===== src/rtl/mem_arbiter_pkg.sv =====
// Shared definitions for the memory arbiter: FSM states, requester ids and
// address-region bases of the NES memory map.
package mem_arbiter_pkg;

   typedef enum logic [1:0] {
      IDLE    = 2'd0,
      ISSUE   = 2'd1,
      WAIT_HI = 2'd2,
      WAIT_LO = 2'd3
   } arb_state_t;

   localparam logic [1:0] REQ_LDR = 2'd0;
   localparam logic [1:0] REQ_PPU = 2'd1;
   localparam logic [1:0] REQ_CPU = 2'd2;

   // Top nibble of a 22-bit address selects the region.
   localparam logic [3:0] PRGROM = 4'b0000;
   localparam logic [3:0] CHRROM = 4'b1000;
   localparam logic [3:0] VRAM   = 4'b1100;
   localparam logic [3:0] RAM    = 4'b1110;
   localparam logic [3:0] PRGRAM = 4'b1111;

endpackage


===== src/rtl/mem_req_slot.sv =====
// One requester's holding register: pending flag, latched addr/data/we and
// a sticky overrun flag for requests that arrive while already pending.
module mem_req_slot #(
   parameter int ADDR_W = 22
) (
   input  logic              clk,
   input  logic              reset,
   input  logic              req,
   input  logic              we,
   input  logic [ADDR_W-1:0] addr,
   input  logic [7:0]        din,
   input  logic              clr,
   output logic              pend,
   output logic              pend_we,
   output logic [ADDR_W-1:0] pend_addr,
   output logic [7:0]        pend_din,
   output logic              overrun
);

   logic accept;

   // A request coinciding with completion of the previous one is taken as new.
   assign accept = req && (!pend || clr);

   always_ff @(posedge clk) begin
      if (reset) begin
         pend    <= 1'b0;
         overrun <= 1'b0;
      end else begin
         if (accept) begin
            pend <= 1'b1;
         end else if (clr) begin
            pend <= 1'b0;
         end
         if (req && pend && !clr) begin
            overrun <= 1'b1;
         end
      end
   end

   always_ff @(posedge clk) begin
      if (accept) begin
         pend_addr <= addr;
         pend_din  <= din;
         pend_we   <= we;
      end
   end

endmodule


===== src/rtl/mem_arbiter.sv =====
// Arbitrates loader, PPU and CPU accesses onto the single MemoryController
// port, one strobe per transaction, returning data and a one-cycle ack.
module mem_arbiter
   import mem_arbiter_pkg::*;
#(
   parameter int STARVE_LIMIT = 3,
   parameter int ADDR_W       = 22
) (
   input  logic              clk,
   input  logic              reset,
   input  logic              ldr_req,
   input  logic [ADDR_W-1:0] ldr_addr,
   input  logic [7:0]        ldr_din,
   output logic              ldr_ack,
   input  logic              ppu_req,
   input  logic [ADDR_W-1:0] ppu_addr,
   output logic              ppu_ack,
   output logic [7:0]        ppu_dout,
   input  logic              cpu_req,
   input  logic              cpu_we,
   input  logic [ADDR_W-1:0] cpu_addr,
   input  logic [7:0]        cpu_din,
   output logic              cpu_ack,
   output logic [7:0]        cpu_dout,
   output logic              overrun,
   output logic              mc_read_a,
   output logic              mc_read_b,
   output logic              mc_write,
   output logic [ADDR_W-1:0] mc_addr,
   output logic [7:0]        mc_din,
   input  logic              mc_busy,
   input  logic [7:0]        mc_dout_a,
   input  logic [7:0]        mc_dout_b
);

   localparam int CNT_W = $clog2(STARVE_LIMIT + 1);
   localparam logic [CNT_W-1:0] CNT_MAX = CNT_W'(STARVE_LIMIT);

   arb_state_t        state, state_d;
   logic [1:0]        win, win_q;
   logic              grant, done, sel_we, cpu_starved;
   logic [CNT_W-1:0]  starve_cnt;
   logic [2:0]        pend, pend_we, clr, ovr;
   logic [ADDR_W-1:0] pend_addr [3];
   logic [7:0]        pend_din  [3];
   logic [ADDR_W-1:0] sel_addr;
   logic [7:0]        sel_din;

   mem_req_slot #(.ADDR_W(ADDR_W)) u_slot_ldr (
      .clk(clk), .reset(reset), .req(ldr_req), .we(1'b1), .addr(ldr_addr), .din(ldr_din),
      .clr(clr[REQ_LDR]), .pend(pend[REQ_LDR]), .pend_we(pend_we[REQ_LDR]),
      .pend_addr(pend_addr[REQ_LDR]), .pend_din(pend_din[REQ_LDR]), .overrun(ovr[REQ_LDR])
   );

   mem_req_slot #(.ADDR_W(ADDR_W)) u_slot_ppu (
      .clk(clk), .reset(reset), .req(ppu_req), .we(1'b0), .addr(ppu_addr), .din(8'h00),
      .clr(clr[REQ_PPU]), .pend(pend[REQ_PPU]), .pend_we(pend_we[REQ_PPU]),
      .pend_addr(pend_addr[REQ_PPU]), .pend_din(pend_din[REQ_PPU]), .overrun(ovr[REQ_PPU])
   );

   mem_req_slot #(.ADDR_W(ADDR_W)) u_slot_cpu (
      .clk(clk), .reset(reset), .req(cpu_req), .we(cpu_we), .addr(cpu_addr), .din(cpu_din),
      .clr(clr[REQ_CPU]), .pend(pend[REQ_CPU]), .pend_we(pend_we[REQ_CPU]),
      .pend_addr(pend_addr[REQ_CPU]), .pend_din(pend_din[REQ_CPU]), .overrun(ovr[REQ_CPU])
   );

   assign overrun     = |ovr;
   assign done        = (state == WAIT_LO) && !mc_busy;
   assign cpu_starved = pend[REQ_CPU] && (starve_cnt == CNT_MAX);

   always_comb begin
      grant = 1'b0;
      win   = REQ_LDR;
      if (state == IDLE && !mc_busy) begin
         if (pend[REQ_LDR]) begin
            grant = 1'b1;
            win   = REQ_LDR;
         end else if (pend[REQ_PPU] && !cpu_starved) begin
            grant = 1'b1;
            win   = REQ_PPU;
         end else if (pend[REQ_CPU]) begin
            grant = 1'b1;
            win   = REQ_CPU;
         end
      end
   end

   always_comb begin
      sel_addr = pend_addr[REQ_LDR];
      sel_din  = pend_din[REQ_LDR];
      sel_we   = pend_we[REQ_LDR];
      case (win)
         REQ_PPU: begin
            sel_addr = pend_addr[REQ_PPU];
            sel_din  = pend_din[REQ_PPU];
            sel_we   = pend_we[REQ_PPU];
         end
         REQ_CPU: begin
            sel_addr = pend_addr[REQ_CPU];
            sel_din  = pend_din[REQ_CPU];
            sel_we   = pend_we[REQ_CPU];
         end
         default: ;
      endcase
   end

   always_comb begin
      clr = 3'b000;
      if (done) begin
         case (win_q)
            REQ_LDR: clr[REQ_LDR] = 1'b1;
            REQ_PPU: clr[REQ_PPU] = 1'b1;
            REQ_CPU: clr[REQ_CPU] = 1'b1;
            default: ;
         endcase
      end
   end

   always_comb begin
      state_d = state;
      case (state)
         IDLE:    if (grant) state_d = ISSUE;
         ISSUE:   state_d = WAIT_HI;
         WAIT_HI: if (mc_busy) state_d = WAIT_LO;
         WAIT_LO: if (!mc_busy) state_d = IDLE;
         default: state_d = IDLE;
      endcase
   end

   always_ff @(posedge clk) begin
      if (reset) begin
         state <= IDLE;
      end else begin
         state <= state_d;
      end
   end

   // Strobes and acks are single-cycle: cleared every cycle unless re-armed.
   always_ff @(posedge clk) begin
      if (reset) begin
         win_q      <= REQ_LDR;
         starve_cnt <= '0;
         mc_read_a  <= 1'b0;
         mc_read_b  <= 1'b0;
         mc_write   <= 1'b0;
         mc_addr    <= '0;
         mc_din     <= '0;
         ldr_ack    <= 1'b0;
         ppu_ack    <= 1'b0;
         cpu_ack    <= 1'b0;
         ppu_dout   <= '0;
         cpu_dout   <= '0;
      end else begin
         mc_read_a <= 1'b0;
         mc_read_b <= 1'b0;
         mc_write  <= 1'b0;
         ldr_ack   <= 1'b0;
         ppu_ack   <= 1'b0;
         cpu_ack   <= 1'b0;
         if (grant) begin
            win_q   <= win;
            mc_addr <= sel_addr;
            mc_din  <= sel_din;
            case (win)
               REQ_LDR: mc_write  <= 1'b1;
               REQ_PPU: mc_read_b <= 1'b1;
               default: begin
                  if (sel_we) mc_write <= 1'b1;
                  else        mc_read_a <= 1'b1;
               end
            endcase
         end
         if (done) begin
            case (win_q)
               REQ_LDR: ldr_ack <= 1'b1;
               REQ_PPU: begin
                  ppu_ack  <= 1'b1;
                  ppu_dout <= mc_dout_b;
               end
               default: begin
                  cpu_ack <= 1'b1;
                  if (!pend_we[REQ_CPU]) cpu_dout <= mc_dout_a;
               end
            endcase
         end
         if (!pend[REQ_CPU] || (grant && win == REQ_CPU)) begin
            starve_cnt <= '0;
         end else if (grant && win == REQ_PPU && starve_cnt != CNT_MAX) begin
            starve_cnt <= starve_cnt + 1'b1;
         end
      end
   end

endmodule


===== config.mk =====
export PLATFORM = sky130hd
export DESIGN_NAME = mem_arbiter
export DESIGN_NICKNAME = d
export VERILOG_FILES = /design/src/rtl/mem_arbiter_pkg.sv /design/src/rtl/mem_req_slot.sv /design/src/rtl/mem_arbiter.sv
export SDC_FILE = /design/constraint.sdc
export NUM_CORES = 1
export LEC_CHECK = 0
export ABC_AREA = 1
export ABC_CLOCK_PERIOD_IN_PS = 6800
export BUFFER_PORTS_ARGS = -buffer_cell sky130_fd_sc_hd__buf_4
export CORE_MARGIN = 8
export CORE_UTILIZATION = 55
export CTS_BUF_LIST = sky130_fd_sc_hd__clkbuf_16
export DETAILED_ROUTE_END_ITERATION = 6
export GPL_ROUTABILITY_DRIVEN = 1
export PLACE_DENSITY = 0.94
export SYNTH_ARGS = -nofsm -noshare
export SYNTH_HDL_FRONTEND = slang
export SYNTH_SLANG_ARGS = --single-unit

===== constraint.sdc =====
create_clock -name clk -period 6.8 [get_ports clk]
set_input_delay 0.34 -clock clk [delete_from_list [all_inputs] [get_ports clk]]
set_output_delay 0.34 -clock clk [all_outputs]
set_load 0.005 [all_outputs]

==> results.json <==
{
  "outcome": "finished clean",
  "final_period_minus_worst_setup_slack_ns": 3.55,
  "p_total_w": 0.00233,
  "grt_first_pass_wirelength_um": 21700,
  "drtIter0Drc": 314,
  "die_h_um": 116,
  "cts_hold_buf": 0,
  "critPathArrivalTime_ns": 3.90,
  "r2r_setup_slack_ns": 3.25,
  "grt_pass1_vias": 4507,
  "fp.coreArea_mm2": 0.00968,
  "vias": 4257,
  "slew_headroom": 0.148,
  "worstSkewPairLatency_ns": 0.42,
  "post-dp-hpwl_um": 9250,
  "ys_types": 23,
  "clock_slew_seen_by_the_registers_of_the_worst_setup_and_hold_paths_ns": 0.06,
  "power_frac_seq": 0.459,
  "min_path_type": "in2reg",
  "critical_path.startpoint_type": "register",
  "synth.top_cell.area_share": 0.457,
  "grt_remaining_overflow": 0,
  "ir_worst_vdd_mv": 0.199,
  "power.density_cell_area_mw_per_mm2": 319,
  "wl_per_cell_um": 16.9,
  "setup_viol_count_final": 0,
  "nets_in_the_synthesized_netlist": 638,
  "number_of_instances_resized_during_post_cts_repair": 0,
  "via_cell_ratio": 5.15,
  "antenna_cells": 0,
  "h-tree-depth": 4,
  "drive_above_1_share": 0.293,
  "gp_congestion": 0.803,
  "port_buffers": 157,
  "multi_input_logic_area_mm2": 0.00149,
  "ys_seq_elements": 147,
  "postSynthAreaPerCell_um2": 10.4,
  "worstPathMaxFanout": 32,
  "cts_tree": "yes",
  "final_min_period_over_clock_period": 0.522,
  "path_class": "reg2reg",
  "drv.max_cap_violation_count": 0,
  "cts_buffer_depth": 2,
  "grt_antenna_before_repair": 0,
  "synth_largest_area_cell": "edfxtp_1",
  "fp.dieW_um": 116,
  "final_layout_setup_total_negative_slack_ns": 0,
  "synth.cell_area_mm2": 0.00546,
  "seq_area_mm2": 0.00377,
  "power_frac_comb": 0.160,
  "fin_nets": 794,
  "fp.dieArea_mm2": 0.0134,
  "slew_viol_final": 0,
  "gr-usage-all-layers": 0.215,
  "tritoncts_num_sinks": 147,
  "report.final.hold_viol_count": 0,
  "cts_root_buffer": "clkbuf_16",
  "swShare": 0.261,
  "ys_seq_area_frac": 0.692,
  "grt_max_degree": 43,
  "ys_warnings": 0,
  "initial_core_util": 0.563,
  "grt_setup_unrepaired": "false",
  "cp-end-kind": "register",
  "synth_top_cells_by_area": "edfxtp_1 46%, dfxtp_1 23%, nand2_1 8.5%, nor2_1 6.2%, nand3_1 3.1%",
  "detail_route.wirelength_um": 14000,
  "route.detailed.drc": 0,
  "detail-route-antenna-nets": 0,
  "ioPinCount": 158,
  "power_leakage_nw": 3.12,
  "clock_skew_ns": 0.00943,
  "synthToLayoutAreaGrowth_pct": 33.7,
  "synth_cells": 525,
  "internal_power_w": 0.00172,
  "std_cell_rows": 36,
  "power.share.clock": 0.381,
  "fmax_mhz": 282,
  "post-cts-setup-buffers": 0,
  "p_switching_w": 0.000608,
  "detailedRoute.firstPassIterationCount": 5,
  "tightest_slew_ns": 1.28,
  "worstPathRequired_ns": 7.15,
  "cts_inserted_buffers": 17,
  "num-fill-cells": 601
}
==> power groups by stage <==
stage	sequential (W)	combinational [W]	clock, W
after floorplan	0.00108	0.000209	0
after global placement	0.00108	0.000349	0
after detailed placement	0.00109	0.000369	0
after CTS	0.00107	0.000374	0.000896
after global routing	0.00108	0.000413	0.000934
final	0.00107	0.000373	0.000887
==> critical path: stages (launching register included) <==
cell and delay (ns):
dfxtp_1 0.38, inv_1 0.09, ha_1 0.21, nand2_2 0.10
nor2_1 0.05, nand2_1 0.15, inv_1 0.07, ha_1 0.72
nor2_2 1.18, nand2_1 0.17, nand3_1 0.15, nor2_1 0.06
nor2_1 0.13
==> cells in the mapped netlist <==
cell type and n:
nand2_1 123, nor2_1 90, edfxtp_1 83, dfxtp_1 64, nand3_1 34, inv_1 24
a21oi_1 23, o21ai_1 22, o21ai_0 19, buf_2 8, clkbuf_1 8, ha_1 8
inv_2 4, buf_6 3, nand2_2 2, nor2_2 2, nor4_1 2, buf_1 1
buf_4 1, inv_4 1, nand2_4 1, nand3_2 1, nand3b_1 1
==> path summary, 6_finish.rpt <==
| kind | start | endpoint | cells past startpoint |
|---|---|---|---|
| max reg2reg | state[1] | mc_addr[4] | 12 |
| min reg2reg | mc_din[6] | mc_din[6] | 2 |
| min | ldr_addr[19] | u_slot_ldr.pend_addr[19] | 1 |
| max | state[1] | mc_addr[4] | 12 |
==> registers in the layout, summed over array words and instances, names as in the netlist, 2 cells and up <==
name                  count
mc_addr                  22
u_slot_cpu.pend_addr     22
u_slot_ldr.pend_addr     22
u_slot_ppu.pend_addr     22
cpu_dout                  8
mc_din                    8
ppu_dout                  8
u_slot_cpu.pend_din       8
u_slot_ldr.pend_din       8
starve_cnt                2
state                     2
win_q                     2
==> cells in the final DEF (no fill, tap or decap), types with 2 or more instances in the layout <==
master	instances
clkinv_4	3
edfxtp_1	83
clkinv_2	3
nor2_1	89
o21ai_1	22
buf_4	158
nor2_2	3
nand2_2	2
ha_1	8
a21oi_4	2
dfxtp_1	64
nor4_1	2
clkbuf_16	17
a21oi_1	20
nand2_1	123
bufinv_16	2
inv_1	26
nand3_1	34
inv_2	4
clkinvlp_4	5
o21ai_0	19
==> layout make-up <==
class	count	share of cell area
Tap cell	133	0.0228
Inverter	29	0.0153
Clock inverter	15	0.0201
Clock buffer	17	0.0583
Sequential cell	147	0.517
Timing Repair Buffer	158	0.163
Multi-Input combinational cell	328	0.204
==> routing by layer <==
metal / global-route usage / wire, um / up-vias / share of wire
li1: - / - / 2050 / -
met5: 0 / 0 / - / 0
met2: 0.379 / 7350 / 211 / 0.52
met3: 0.0667 / 1180 / 31 / 0.084
met4: 0.118 / 276 / 0 / 0.020
met1: 0.222 / 5210 / 1965 / 0.37
==> per-stage QoR <==
stage / hold slack (ns) / instance area [um2] / setup slack, ns / cells / utilization
3_3_place_gp: 0.443 / 6720 / 3.53 / 795 / 0.694
6_report: 0.0933 / 7290 / 3.25 / 827 / 0.753
2_1_floorplan: 0.419 / 5460 / 4.01 / 525 / -
3_5_place_dp: 0.450 / 6720 / 3.33 / 795 / 0.694
5_1_grt: 0.0790 / 7290 / 2.87 / 827 / 0.753
4_1_cts: 0.0833 / 7290 / 3.31 / 827 / 0.753
==> logic make-up after synthesis <==
kind of cell	count (synthesis)	share of synthesized area
compound gates	64	0.0587
fa+ha+maj	8	0.0183
buf+inv	50	0.0415
flops	147	0.692
simple gates	256	0.190
Note: power is estimated with default switching activity, not from simulation.
